--- config.mk ---
export PLATFORM = sky130hd
export DESIGN_NAME = decoder_4_16_stream_flat
export DESIGN_NICKNAME = d
export VERILOG_FILES = /design/src/rtl/decoder_4_16_stream_if.sv /design/src/rtl/decoder_4_16_stream.sv /design/src/flat_wrapper.sv
export SDC_FILE = /design/constraint.sdc
export NUM_CORES = 1
export LEC_CHECK = 0
export BUFFER_PORTS_ARGS = -buffer_cell sky130_fd_sc_hd__buf_2
export CAP_MARGIN = 0
export CORE_UTILIZATION = 45
export CTS_BUF_LIST = sky130_fd_sc_hd__clkbuf_4 sky130_fd_sc_hd__clkbuf_8 sky130_fd_sc_hd__clkbuf_16
export CTS_CLUSTER_DIAMETER = 150
export DETAILED_ROUTE_END_ITERATION = 10
export GPL_TIMING_DRIVEN = 0
export PLACE_DENSITY = 0.68
export SYNTH_ARGS = -nofsm -noshare
export SYNTH_HDL_FRONTEND = slang
export SYNTH_SLANG_ARGS = --single-unit
--- constraint.sdc ---
create_clock -name clk -period 5.2 [get_ports clk]
set_clock_uncertainty 0.2 [all_clocks]
set_input_delay 0.52 -clock clk [delete_from_list [all_inputs] [get_ports clk]]
set_output_delay 0.52 -clock clk [all_outputs]
set_load 0.005 [all_outputs]
--- src/rtl/decoder_4_16_stream_if.sv ---
`default_nettype none
// +------------------------------------------------------------------+
// | decoder_4_16_stream_if : index-in / one-hot-out stream bundle    |
// | Revision 1.0                                                     |
// +------------------------------------------------------------------+
interface decoder_4_16_stream_if #(
   parameter int IDX_W = 4,
   parameter int CNT_W = 16
) ();
   localparam int OUT_W = 2**IDX_W;

   logic             in_valid;
   logic             in_ready;
   logic [IDX_W-1:0] in_index;
   logic             in_enable;
   logic             out_valid;
   logic             out_ready;
   logic [OUT_W-1:0] out_onehot;
   logic [CNT_W-1:0] out_count;
   logic             clr_count;

   // slave is the decoder itself; master is the producer/consumer side
   modport slave (
      input  in_valid, in_index, in_enable, out_ready, clr_count,
      output in_ready, out_valid, out_onehot, out_count
   );

   modport master (
      output in_valid, in_index, in_enable, out_ready, clr_count,
      input  in_ready, out_valid, out_onehot, out_count
   );
endinterface
`default_nettype wire

--- src/rtl/decoder_4_16_stream.sv ---
`default_nettype none
// +------------------------------------------------------------------+
// | decoder_4_16_stream : registered 4-to-16 one-hot decoder with a  |
// | 2-entry output buffer and saturating transfer counter            |
// | Revision 1.0                                                     |
// +------------------------------------------------------------------+
module decoder_4_16_stream #(
   parameter int IDX_W          = 4,
   parameter int CNT_W          = 16,
   parameter bit ZERO_MAPS_BIT0 = 1'b1
) (
   input  logic                  clk,
   input  logic                  rst_n,
   decoder_4_16_stream_if.slave  bus
);
   localparam int OUT_W = 2**IDX_W;
   localparam logic [CNT_W-1:0] c_CNT_MAX = {CNT_W{1'b1}};
   localparam logic [CNT_W-1:0] c_CNT_ONE = {{(CNT_W-1){1'b0}}, 1'b1};

   typedef enum logic [1:0] {
      ST_EMPTY = 2'd0,
      ST_ONE   = 2'd1,
      ST_TWO   = 2'd2
   } state_t;

   state_t            r_state;
   state_t            w_state_next;
   logic [OUT_W-1:0]  r_head;
   logic [OUT_W-1:0]  r_tail;
   logic [OUT_W-1:0]  w_head_next;
   logic [OUT_W-1:0]  w_tail_next;
   logic [OUT_W-1:0]  w_decoded;
   logic [OUT_W-1:0]  w_zero_word;
   logic              r_in_ready;
   logic [CNT_W-1:0]  r_count;
   logic              w_push;
   logic              w_pop;
   logic              w_out_valid;

   // Index 0 either selects bit 0 or aliases to "nothing selected" like the encoder
   generate
      if (ZERO_MAPS_BIT0) begin : g_zero_bit0
         assign w_zero_word = {{(OUT_W-1){1'b0}}, 1'b1};
      end else begin : g_zero_none
         assign w_zero_word = '0;
      end
   endgenerate

   always_comb begin
      w_decoded = '0;
      if (bus.in_enable) begin
         if (bus.in_index == '0) begin
            w_decoded = w_zero_word;
         end else begin
            w_decoded[bus.in_index] = 1'b1;
         end
      end
   end

   assign w_out_valid = (r_state != ST_EMPTY);
   assign w_push      = bus.in_valid & r_in_ready;
   assign w_pop       = w_out_valid & bus.out_ready;

   always_ff @(posedge clk) begin
      if (!rst_n) begin
         r_state    <= ST_EMPTY;
         r_head     <= '0;
         r_tail     <= '0;
         r_in_ready <= 1'b0;
      end else begin
         r_state    <= w_state_next;
         r_head     <= w_head_next;
         r_tail     <= w_tail_next;
         r_in_ready <= (w_state_next != ST_TWO);
      end
   end

   // Head is the word on the output; tail only holds the second word in TWO
   always_comb begin
      w_state_next = r_state;
      w_head_next  = r_head;
      w_tail_next  = r_tail;
      case (r_state)
         ST_EMPTY: begin
            if (w_push) begin
               w_head_next  = w_decoded;
               w_state_next = ST_ONE;
            end
         end
         ST_ONE: begin
            case ({w_push, w_pop})
               2'b11: w_head_next = w_decoded;
               2'b10: begin
                  w_tail_next  = w_decoded;
                  w_state_next = ST_TWO;
               end
               2'b01: w_state_next = ST_EMPTY;
               default: w_state_next = ST_ONE;
            endcase
         end
         ST_TWO: begin
            if (w_pop) begin
               w_head_next  = r_tail;
               w_state_next = ST_ONE;
            end
         end
         default: w_state_next = ST_EMPTY;
      endcase
   end

   always_ff @(posedge clk) begin
      if (!rst_n) begin
         r_count <= '0;
      end else if (bus.clr_count) begin
         r_count <= '0;
      end else if (w_pop && (r_count != c_CNT_MAX)) begin
         r_count <= r_count + c_CNT_ONE;
      end
   end

   assign bus.in_ready   = r_in_ready;
   assign bus.out_valid  = w_out_valid;
   assign bus.out_onehot = w_out_valid ? r_head : '0;
   assign bus.out_count  = r_count;

   a_onehot_popcount: assert property (@(posedge clk) $countones(bus.out_onehot) <= 1)
      else $error("out_onehot has more than one bit set");

   a_no_ready_when_full: assert property (@(posedge clk) disable iff (!rst_n)
      (r_state == ST_TWO) |-> !r_in_ready)
      else $error("in_ready high while buffer full");
endmodule
`default_nettype wire

--- src/flat_wrapper.sv ---
// flat-port wrapper written by rule: the top's interface ports become plain ports
module decoder_4_16_stream_flat 
#(
   parameter int IDX_W          = 4,
   parameter int CNT_W          = 16,
   parameter bit ZERO_MAPS_BIT0 = 1'b1
)
  (clk, rst_n, bus_in_valid, bus_in_index, bus_in_enable, bus_out_ready, bus_clr_count, bus_in_ready, bus_out_valid, bus_out_onehot, bus_out_count);
  decoder_4_16_stream_if #(.IDX_W(IDX_W), .CNT_W(CNT_W)) bus_i ();
  input  logic clk;
  input  logic rst_n;
  input wire logic [$bits(bus_i.in_valid)-1:0] bus_in_valid;
  input wire logic [$bits(bus_i.in_index)-1:0] bus_in_index;
  input wire logic [$bits(bus_i.in_enable)-1:0] bus_in_enable;
  input wire logic [$bits(bus_i.out_ready)-1:0] bus_out_ready;
  input wire logic [$bits(bus_i.clr_count)-1:0] bus_clr_count;
  output wire logic [$bits(bus_i.in_ready)-1:0] bus_in_ready;
  output wire logic [$bits(bus_i.out_valid)-1:0] bus_out_valid;
  output wire logic [$bits(bus_i.out_onehot)-1:0] bus_out_onehot;
  output wire logic [$bits(bus_i.out_count)-1:0] bus_out_count;
  assign bus_i.in_valid = bus_in_valid;
  assign bus_i.in_index = bus_in_index;
  assign bus_i.in_enable = bus_in_enable;
  assign bus_i.out_ready = bus_out_ready;
  assign bus_i.clr_count = bus_clr_count;
  assign bus_in_ready = bus_i.in_ready;
  assign bus_out_valid = bus_i.out_valid;
  assign bus_out_onehot = bus_i.out_onehot;
  assign bus_out_count = bus_i.out_count;
  decoder_4_16_stream #(.IDX_W(IDX_W), .CNT_W(CNT_W), .ZERO_MAPS_BIT0(ZERO_MAPS_BIT0)) u_core (.clk(clk), .rst_n(rst_n), .bus(bus_i));
endmodule
Word level (Yosys, flattened, before mapping)
Index checks and enable logic that the tools add are counted.
Widths: inputs -> output; s select.
Cells by class
  $lt $le $gt $ge: 2
  eq/ne operators: 10
  shifts and indexed selects: 0
  $add $sub $neg: 1
  bitwise gates (word level): 3
  div/mod/pow operators: 0
  mux-type cells: 13
  reduce and logical (&&, ||, !) cells: 9
  multipliers: 0
Operator list (number)
  $mux 16: 6
  $pmux 16 s3: 1
  $add 16x1->16 const B: 1
  $ne 16x16->1 const B: 1
  $pmux 2 s3: 2
  $eq 2x2->1 const B: 3
  $lt 4x5->1 const B: 1
  $demux 1 s4: 1
  $eq 2x1->1 const B: 2
  $ge 4x1->1 const B: 1
  $logic_not 4->1: 1
  $mux 2: 2
  $ne 2x1->1 const B: 2
  $ne 2x2->1 const B: 2
  $reduce_and 4->1: 1
  $reduce_bool 3->1: 1
  $and 1x1->1: 2
  $logic_and 1x1->1: 2
  $logic_not 2->1: 1
  $reduce_and 2->1: 1
  $reduce_bool 2->1: 1
  $reduce_or 2->1: 1
  $mux 1: 1
  $not 1->1: 1
Word-level totals
  bits in writable memories: 0
  word-level logic and storage cells: 43
  register bits after elaboration: 51
  input bits: 10
  bits in read-only memories: 0
  memories: 0
  latch bits: 0

Depth between registers and ports, before layout
Gate-level depths: netlist of the first run.
  depth in word-level cells: 8
  depth in mapped cells: 9
  gate-level depth less buffers: 7

Least setup slack after synthesis of the first run
Ideal clock, no wire load.
  path type: input port to flip-flop
  start: in bus_out_ready
  end: reg u_core.r_head[10]
  path slack: 2.853 ns
  required time: 4.862 ns
  cell stages on the path: 8
  data arrival time: 2.009 ns
  cells stage by stage: o21a_2 -> ha_1 -> nand2_1 -> a21oi_1 -> or2_2 -> clkbuf_1 -> clkbuf_1 -> a211oi_1
Between the ends
  longest elaborated chain between the ends: 4
  elaborated cells on any way between the ends: 5
Ends and longest elaborated chain
  from (decl): RTL line flat_wrapper.sv:15  | input wire logic [$bits(bus_i.out_ready)-1:0] bus_out_ready;
  $and 1x1->1 (*): RTL line decoder_4_16_stream.sv:62  | assign w_pop = w_out_valid & bus.out_ready;
  $eq 2x2->1: RTL line decoder_4_16_stream.sv:91  | case ({w_push, w_pop})
  $ne 2x2->1 (no line)
  $reduce_and 4->1 (no line) (*)
  to (signal assigned): RTL line decoder_4_16_stream.sv:72  | r_head <= w_head_next;
  to (decl): RTL line decoder_4_16_stream.sv:28  | logic [OUT_W-1:0] r_head;
Every way passes the cells marked *; elsewhere a longest branch is shown, timed or not.
A chain may end at the register's enable or synchronous reset.

Final worst setup path of the first run
  start: reg u_core.r_state[0]
  end: reg u_core.r_head[13]
Between the ends
  longest elaborated chain between the ends: 5
  elaborated cells on any way between the ends: 12
Ends and longest elaborated chain
  from (decl): RTL line decoder_4_16_stream.sv:26  | state_t r_state;
  from (signal assigned): RTL line decoder_4_16_stream.sv:71  | r_state <= w_state_next;
  $reduce_bool 2->1: RTL line decoder_4_16_stream.sv:60  | assign w_out_valid = (r_state != ST_EMPTY);
  $and 1x1->1: RTL line decoder_4_16_stream.sv:62
  $eq 2x2->1: RTL line decoder_4_16_stream.sv:91
  $ne 2x2->1 (no line)
  $reduce_and 4->1 (no line)
Parallel ways exist; a longest one is shown, timed or not.

==> flow_summary_export.csv, run 1 <==
group,metric,value,unit
synth,synth_area_leaders,"dfxtp_1 41%, a21oi_1 8.9%, nor3_1 8.7%",
worst_setup_path,cp.required,5.17,ns
synth,synth-main-ff-cell,"dfxtp_1",
place,place_area,0.00279,mm^2
finish,final_cell_mix,"51 x dfxtp_1, 44 x buf_2, 44 x a21oi_1",
clock_tree,cts_root_buf,"clkbuf_8",
worst_setup_path,critPathTopFamily,"compound AO/OA/AOI/OAI gates",
worst_setup_path,cp_max_fo,10,
power,ir_drop,0.000109,V
place,gp_congestion,0.840,
clock_tree,cts_max_level,2,
worst_setup_path,slowest_stage,"a21oi_1",
global_routing,grt_max_degree,15,
synth,synth_area,0.00248,mm^2
timing,slew_viol_final,0,
global_routing,use_met1,0.344,
global_routing,grt_pass1_vias,2136,
detailed_routing,drt-initial-drc-count,162,
synth,synth.net_count,326,
detailed_routing,drtPass1Iterations,5,
worst_setup_path,cp-end-kind,"register",
synth,synth_top_family_by_area,"simple AND/OR/NAND/NOR gates",
global_routing,antenna_found_initial,0,
synth,synth_edf_count,0,
worst_setup_path,start_kind,"register",
worst_setup_path,cp_data_arrival_time,2.73,ns
synth,synth_top_area_frac,0.411,
worst_setup_path,rrSetupSlack,2.44,ns
synth,avgSynthCellArea,7.93,um^2
outcome,status,"complete, no violations",
die,coreArea,0.00520,mm^2
synth,yosysWarnings,0,
timing,period_needed,2.76,ns
detailed_routing,drc,0,
clock_tree,tritoncts,"built",
synth,syn_inst,313,
detailed_routing,wl_per_cell,14.4,um
clock_tree,clkSinkCount,51,
power,p_leak,1.01,nW
clock_tree,cts_buffers,5,
power,power_density,253,mW/mm^2
synth,synth_seq_cells,51,
synth,synth_compound_area_frac,0.204,
worst_setup_path,path_common_cell,"clkbuf_1",
synth,yosysUniqueCellTypes,37,
finish,fillers,517,
finish,nNetsFinal,376,
finish,multi_input_area,0.00133,mm^2
job,drv_cap,0,
die,dieArea,0.00582,mm^2
detailed_routing,ant_nets,0,
timing,fmax,362,MHz
timing,setup_tns,0,ns
synth,ys_async_sr_fraction,0,
timing,min_period_over_period,0.532,
synth,synthMuxAreaShare,0.00403,
die,die_h,76.3,um
worst_setup_path,critPathBufInv,2,
synth,yosysSeqAreaShare,0.411,
clock_tree,ctsLongestPathBuffers,2,
finish,final_area,0.00289,mm^2
die,die_w,76.3,um
global_routing,met2_usage,0.326,
min_path,hold_class,"in -> reg",
die,num_rows,26,
place,portBuffers,43,
worst_setup_path,slowest_delay,0.50,ns
global_routing,use_met3,0.0407,
synth,synthSimpleGateAreaFrac,0.314,
die,start_util,0.477,
finish,seq_area,0.00102,mm^2
clock_tree,post-cts-setup-buffers,0,
worst_setup_path,crit_chain,"o21a_2 -> ha_1 -> nand2_1 -> a21oi_1 -> or2_2 -> clkbuf_1 -> clkbuf_1 -> a211oi_1",
clock_tree,clk_latency,0.30,ns
timing,finalSetupViolations,0,
finish,area_delta_synth_final,16.4,%
detailed_routing,via_per_inst,5.61,
synth,synth_xor_area_frac,0,
detailed_routing,vias,2434,
place,dp_hpwl,4360,um
global_routing,grt-busiest-layer,"met1",
clock_tree,clkTransAtPathRegs,0.09,ns
clock_tree,post_cts_resized,0,
worst_setup_path,path_class,"reg -> reg",
finish,n_antenna_cell,0,
detailed_routing,detail_route.wirelength,6270,um
timing,worst_pin_slew,0.778,ns
global_routing,grt_use_total,0.227,
finish,layout_commonest_cell,"dfxtp_1",
die,ios,44,
timing,rsz0062_at_grt,"false",
timing,hold_viol,0,
global_routing,grt_pass1_wl,10600,um
synth,synth_area_leader_cell,"dfxtp_1",
synth,synthAdderAreaFrac,0.0151,
finish,drive_gt1_frac,0.170,
timing,relSlewSlack,0.477,
global_routing,grt_remaining_overflow,0,
clock_tree,ctsHoldBuffers,0,
==> state kept, by name, summed over array words and instances (netlist names) <==
signal	cells
u_core.r_state	2
u_core.r_tail	16
u_core.r_head	16
u_core.bus.in_ready	1
u_core.bus.out_count	16
==> worst paths after layout <==
path,start,end,depth (start not counted)
min,bus_out_ready,u_core.r_state[1],2
max reg2reg,u_core.r_state[0],u_core.r_head[13],8
min reg2reg,u_core.r_tail[0],u_core.r_tail[0],2
max,u_core.r_state[0],u_core.r_head[13],8
==> cell usage after synthesis, drive strengths merged (2+ instances only) <==
library cell,instances
dfxtp,51
a21oi,44
nor3,43
clkbuf,22
nor2,22
nor2b,17
a211oi,16
nand2,12
nor4,10
or4,8
inv,6
nand4,6
o21ai,6
o31ai,6
nand3,5
nand3b,4
or2,4
or3,4
buf,3
ha,3
nand2b,3
o311ai,3
o41ai,3
and2,2
o211ai,2
o21a,2
==> per-layer routing <==
layer / wire length (um) / vias up
met5: 0 / -
met4: 59 / 0
met3: 335 / 6
met2: 2610 / 66
met1: 3260 / 1106
li1: - / 1256
==> stage by stage <==
| stage | hold WS [ns] | instances | setup slack (ns) | power (mW) | utilization |
|---|---|---|---|---|---|
| 6_report | 0.225 | 434 | 2.44 | 0.731 | 0.555 |
| 5_1_grt | 0.225 | 434 | 2.21 | 0.764 | 0.555 |
| 4_1_cts | 0.213 | 434 | 2.46 | 0.737 | 0.555 |
| 3_5_place_dp | 0.277 | 426 | 2.32 | 0.486 | 0.535 |
| 3_3_place_gp | 0.267 | 426 | 2.32 | 0.484 | 0.535 |
| 2_1_floorplan | 0.257 | 313 | 2.85 | 0.463 | - |
==> where the power goes <==
part	switching [mW]	internal [mW]	total, mW	leakage (nW)
Clock	0.128	0.127	0.255	0.0549
Combinational	0.0439	0.0261	0.0701	0.540
Sequential	0.00583	0.401	0.407	0.414
==> logic make-up (layout without fill, tap and decap cells) <==
family | Yosys count | in the layout
DFF | 51 | 51
AOI/OAI and AO/OA | 83 | 83
adders and majority gates | 3 | 3
buffers and inverters | 32 | 83
and+or+nand+nor | 143 | 143
muxes | 1 | 1
==> layout make-up <==
class | count | share of cell area
tap | 70 | 0.0303
multi-input combinational | 230 | 0.461
clock buffer | 8 | 0.0359
inverter | 7 | 0.00909
timing repair buffer | 43 | 0.0745
buffer | 25 | 0.0355
sequential | 51 | 0.353
Power figures use the tool's default switching activity.
==> inputs of run 2 (changes only) <==
==> constraint.sdc (replaced) <==
create_clock -name clk -period 2.9 [get_ports clk]
set_clock_uncertainty 0.2 [all_clocks]
set_input_delay 0.29 -clock clk [delete_from_list [all_inputs] [get_ports clk]]
set_output_delay 0.29 -clock clk [all_outputs]
set_load 0.005 [all_outputs]
==> run 2 against run 1 <==
Net effect: critical endpoint unchanged; worst hold slack worse by 0.19 ns; global-route usage increased by 0.10 points; critical path depth grew 2; worst setup slack worse by 2.1 ns; combinational power increased by 83%; largest power group unchanged; cell count increased by 0.23%; sequential cell count is the same; register-to-register slack worse by 2.0 ns; first-iteration DRC count down 9.9%; routed wire length fell by 0.21%.
==> flow_summary_export.csv, run 2 (synthesized netlist as in run 1, its figures left out) <==
group,metric,value,unit
outcome,status,"complete, no violations",
clock_tree,cts_root_buf,"clkbuf_8",
timing,fmax,386,MHz
timing,holdWs,0.0329,ns
finish,layout_commonest_cell,"dfxtp_1",
timing,relSlewSlack,0.495,
timing,finalSetupViolations,0,
worst_setup_path,cp_data_arrival_time,2.56,ns
finish,fillers,516,
power,p_sw,318,uW
finish,layoutNonFillerInstCount,435,
die,start_util,0.477,
global_routing,grt_remaining_overflow,0,
timing,min_period_over_period,0.894,
detailed_routing,drtPass1Iterations,5,
die,num_rows,26,
place,dp_cells,426,
timing,setup_tns,0,ns
worst_setup_path,start_kind,"input port",
detailed_routing,drc,0,
clock_tree,ctsLongestPathBuffers,2,
detailed_routing,drt-initial-drc-count,146,
power,p_clk_frac,0.347,
place,pre_cts_slack,0.205,ns
finish,post-route-util,0.558,
finish,drive_gt1_frac,0.175,
job,drv_cap,0,
timing,period_needed,2.59,ns
timing,worst_pin_slew,0.752,ns
die,coreArea,0.00520,mm^2
timing,hold_viol,0,
power,p_int,995,uW
global_routing,antenna_found_initial,0,
detailed_routing,detail_route.wirelength,6260,um
power,seq_power_share,0.556,
timing,fin_ws,0.308,ns
power,p_leak,1.02,nW
finish,final_area,0.00291,mm^2
min_path,hold_class,"in -> reg",
detailed_routing,vias,2458,
global_routing,grt_use_total,0.228,
finish,multi_input_area,0.00134,mm^2
clock_tree,tritoncts,"built",
clock_tree,cts_max_level,2,
clock_tree,clk_latency,0.30,ns
place,dp_hpwl,4360,um
finish,final_cell_mix,"51 x dfxtp_1, 44 x buf_2, 43 x a21oi_1, 43 x nor3_1, 22 x nor2_1",
detailed_routing,via_per_inst,5.65,
power,power_density,452,mW/mm^2
finish,nNetsFinal,377,
global_routing,grt_pass1_vias,2149,
place,portBuffers,43,
power,swShare,0.242,
global_routing,grt_pass1_wl,10700,um
timing,slew_viol_final,0,
die,die_w,76.3,um
die,dieArea,0.00582,mm^2
clock_tree,cts_buffers,5,
clock_tree,clkSinkCount,51,
power,ir_drop,0.000196,V
worst_setup_path,cp-end-kind,"register",
clock_tree,clkTransAtPathRegs,0.09,ns
timing,rsz0062_at_grt,"false",
global_routing,grt_max_degree,15,
detailed_routing,ant_nets,0,
power,power,1.31,mW
place,gp_congestion,0.840,
finish,area_delta_synth_final,17.0,%
die,ios,44,
worst_setup_path,cp_max_fo,10,
place,place_area,0.00279,mm^2
finish,seq_area,0.00102,mm^2
worst_setup_path,path_class,"in -> reg",
finish,n_antenna_cell,0,
detailed_routing,wl_per_cell,14.4,um
worst_setup_path,cp.required,2.87,ns
power,pwr-share-comb,0.097,
die,die_h,76.3,um
[run 2: layer usage]
metal	global-route usage	up-vias	part of all wire
met5	0	-	0
met4	0.0596	0	0.0094
met3	0.0407	6	0.048
met2	0.329	68	0.42
met1	0.345	1121	0.52
li1	-	1263	-
[run 2: cell type report]
class,count,area share
Tap cell,70,0.0301
Inverter,7,0.00904
Clock buffer,8,0.0357
Timing Repair Buffer,44,0.0775
Buffer,25,0.0357
Sequential cell,51,0.351
Multi-Input combinational cell,230,0.460
[run 2: path summary, 6_finish.rpt]
path / slack [ns] / end / cells past startpoint / from
setup / recovery: 0.31 / u_core.r_head[13] / 10 / bus_out_ready
setup reg to reg: 0.48 / u_core.r_head[13] / 8 / u_core.r_state[0]
hold reg to reg: 0.30 / u_core.r_tail[0] / 2 / u_core.r_tail[0]
hold / removal: 0.03 / u_core.r_state[0] / 2 / rst_n
[run 2: what timing repair did]
item                                    CTS  global route
gates resized for setup                   0             3
endpoints found under the setup margin    0            10
setup buffers                             0             0
hold endpoints to repair                  1             0
hold buffers                              1             0
[run 2: worst max-delay path, cell delays in order]
cell	delay (ns)
dlygate4sd3_1	0.53
buf_2	0.13
o21a_2	0.18
ha_1	0.19
nand2_1	0.07
a21oi_2	0.33
or2_2	0.18
clkbuf_1	0.26
clkbuf_2	0.29
a211oi_1	0.10
[run 2: power by group through the flow]
| stage | sequential, mW | combinational, mW | clock, mW |
|---|---|---|---|
| floorplan | 0.743 | 0.0869 | 0 |
| global placement | 0.745 | 0.123 | 0 |
| detailed placement | 0.746 | 0.125 | 0 |
| CTS | 0.729 | 0.126 | 0.467 |
| global route | 0.732 | 0.144 | 0.496 |
| finish | 0.729 | 0.128 | 0.456 |
==> inputs of run 3 (changes only) <==
--- a/config.mk
+++ b/config.mk
@@ -7,12 +7,12 @@
 export LEC_CHECK = 0
 export BUFFER_PORTS_ARGS = -buffer_cell sky130_fd_sc_hd__buf_2
 export CAP_MARGIN = 0
-export CORE_UTILIZATION = 45
+export CORE_UTILIZATION = 50
 export CTS_BUF_LIST = sky130_fd_sc_hd__clkbuf_4 sky130_fd_sc_hd__clkbuf_8 sky130_fd_sc_hd__clkbuf_16
 export CTS_CLUSTER_DIAMETER = 150
 export DETAILED_ROUTE_END_ITERATION = 10
 export GPL_TIMING_DRIVEN = 0
-export PLACE_DENSITY = 0.68
+export PLACE_DENSITY = 0.75
 export SYNTH_ARGS = -nofsm -noshare
 export SYNTH_HDL_FRONTEND = slang
 export SYNTH_SLANG_ARGS = --single-unit
==> run 3 against run 2 <==
Net effect: die area shrank 9.7%; sequential cell count is the same; cell count shrank 0.69%; clock power grew 10%; worst setup slack lost 0.066 ns; non-clock buffer count is the same; worst hold slack lost 0.0024 ns; global-route usage grew 1.0 points; power grew 3.5%; largest cell class unchanged; largest power group unchanged; highest routed layer unchanged.
==> flow_summary_export.csv, run 3 (synthesized netlist as in run 1, its figures left out) <==
group,metric,value,unit
power,power,1.36,mW
finish,layout_commonest_cell,"dfxtp_1",
worst_setup_path,path_common_cell,"clkbuf_1",
timing,fin_ws,0.242,ns
clock_tree,tritoncts,"built",
die,start_util,0.522,
place,portBuffers,43,
timing,finalSetupViolations,0,
detailed_routing,via_per_inst,5.84,
finish,fillers,469,
detailed_routing,wl_per_cell,13.7,um
global_routing,grt_max_degree,17,
global_routing,grt_remaining_overflow,0,
worst_setup_path,slowest_delay,0.51,ns
worst_setup_path,cp_data_arrival_time,2.64,ns
die,num_rows,25,
die,coreArea,0.00475,mm^2
clock_tree,cts_root_buf,"clkbuf_8",
timing,fmax,376,MHz
clock_tree,clkSinkCount,51,
worst_setup_path,crit_chain,"dlygate4sd3_1 -> buf_2 -> o21a_2 -> ha_1 -> nand2_1 -> a21oi_2 -> or2_2 -> clkbuf_1 -> clkbuf_1 -> a211oi_1",
global_routing,grt_pass1_wl,9850,um
timing,rsz0062_at_grt,"false",
place,gp_congestion,0.846,
timing,holdWs,0.0305,ns
clock_tree,clkTransAtPathRegs,0.09,ns
timing,period_needed,2.66,ns
worst_setup_path,critPathBufInv,4,
worst_setup_path,slowest_stage,"dlygate4sd3_1",
detailed_routing,ant_nets,0,
worst_setup_path,cp.required,2.89,ns
outcome,status,"complete, no violations",
detailed_routing,drt-initial-drc-count,146,
detailed_routing,detail_route.wirelength,5900,um
detailed_routing,vias,2525,
timing,min_period_over_period,0.917,
place,place_area,0.00278,mm^2
detailed_routing,drc,0,
detailed_routing,drtPass1Iterations,4,
timing,setup_tns,0,ns
clock_tree,clk_latency,0.32,ns
die,die_h,72.5,um
min_path,hold_class,"in -> reg",
worst_setup_path,start_kind,"input port",
worst_setup_path,critPathTopFamily,"buffers and inverters",
clock_tree,ctsLongestPathBuffers,2,
place,dp_hpwl,4170,um
clock_tree,post-cts-setup-buffers,0,
place,pre_cts_slack,0.209,ns
finish,drive_gt1_frac,0.173,
timing,worst_pin_slew,0.761,ns
timing,slew_viol_final,0,
finish,nNetsFinal,377,
finish,final_cell_mix,"51 x dfxtp_1, 44 x buf_2, 43 x a21oi_1, 43 x nor3_1",
finish,area_delta_synth_final,17.1,%
power,p_leak,1.02,nW
clock_tree,cts_buffers,5,
finish,final_area,0.00291,mm^2
power,ir_drop,0.000280,V
die,dieArea,0.00525,mm^2
global_routing,grt_use_total,0.238,
global_routing,antenna_found_initial,0,
timing,relSlewSlack,0.489,
global_routing,grt_pass1_vias,2105,
timing,hold_viol,0,
finish,n_antenna_cell,0,
job,drv_cap,0,
die,ios,44,
worst_setup_path,path_class,"in -> reg",
power,power_density,467,mW/mm^2
worst_setup_path,cp-end-kind,"register",
worst_setup_path,cp_max_fo,10,
die,die_w,72.5,um
clock_tree,cts_max_level,2,
## run 3: layout make-up
type	instances	area, um^2	area share
sequential	51	1020	0.351
inverter	7	26.3	0.00903
buffer	25	103	0.0353
clock inverter	3	43.8	0.0151
tap	67	83.8	0.0288
multi-input combinational	230	1340	0.460
timing repair buffer	44	225	0.0774
clock buffer	5	68.8	0.0237
## run 3: through the flow
step / utilization / instances
floorplan: - / 313
detailed placement: 0.585 / 423
global route: 0.612 / 432
CTS: 0.611 / 432
global placement: 0.585 / 423
finish: 0.612 / 432
## run 3: path summary, 6_finish.rpt
path / from / to / slack, ns / cells after the start
min reg2reg: u_core.r_tail[10] / u_core.r_tail[10] / 0.30 / 2
max: bus_out_ready / u_core.r_head[9] / 0.24 / 10
max reg2reg: u_core.r_state[1] / u_core.r_head[9] / 0.38 / 8
min: rst_n / u_core.r_state[0] / 0.03 / 2
## run 3: timing repair
action	4_1_cts	5_1_grt
gates resized for setup	0	1
endpoints found under the setup margin	0	10
hold buffers	1	0
hold endpoints to repair	1	0
## run 3: where the power goes
| part | switching, mW | leakage (nW) | total, mW | internal [mW] |
|---|---|---|---|---|
| combinational | 0.0776 | 0.544 | 0.125 | 0.0479 |
| sequential | 0.0106 | 0.414 | 0.729 | 0.719 |
| clock | 0.246 | 0.0581 | 0.503 | 0.257 |
## run 3: layer usage
| layer | vias to the layer above | GRT usage | wire length [um] |
|---|---|---|---|
| met4 | 0 | 0.0654 | 70 |
| met3 | 6 | 0.0417 | 374 |
| met2 | 80 | 0.343 | 2460 |
| met5 | - | 0 | 0 |
| met1 | 1178 | 0.362 | 3000 |
| li1 | 1261 | - | - |
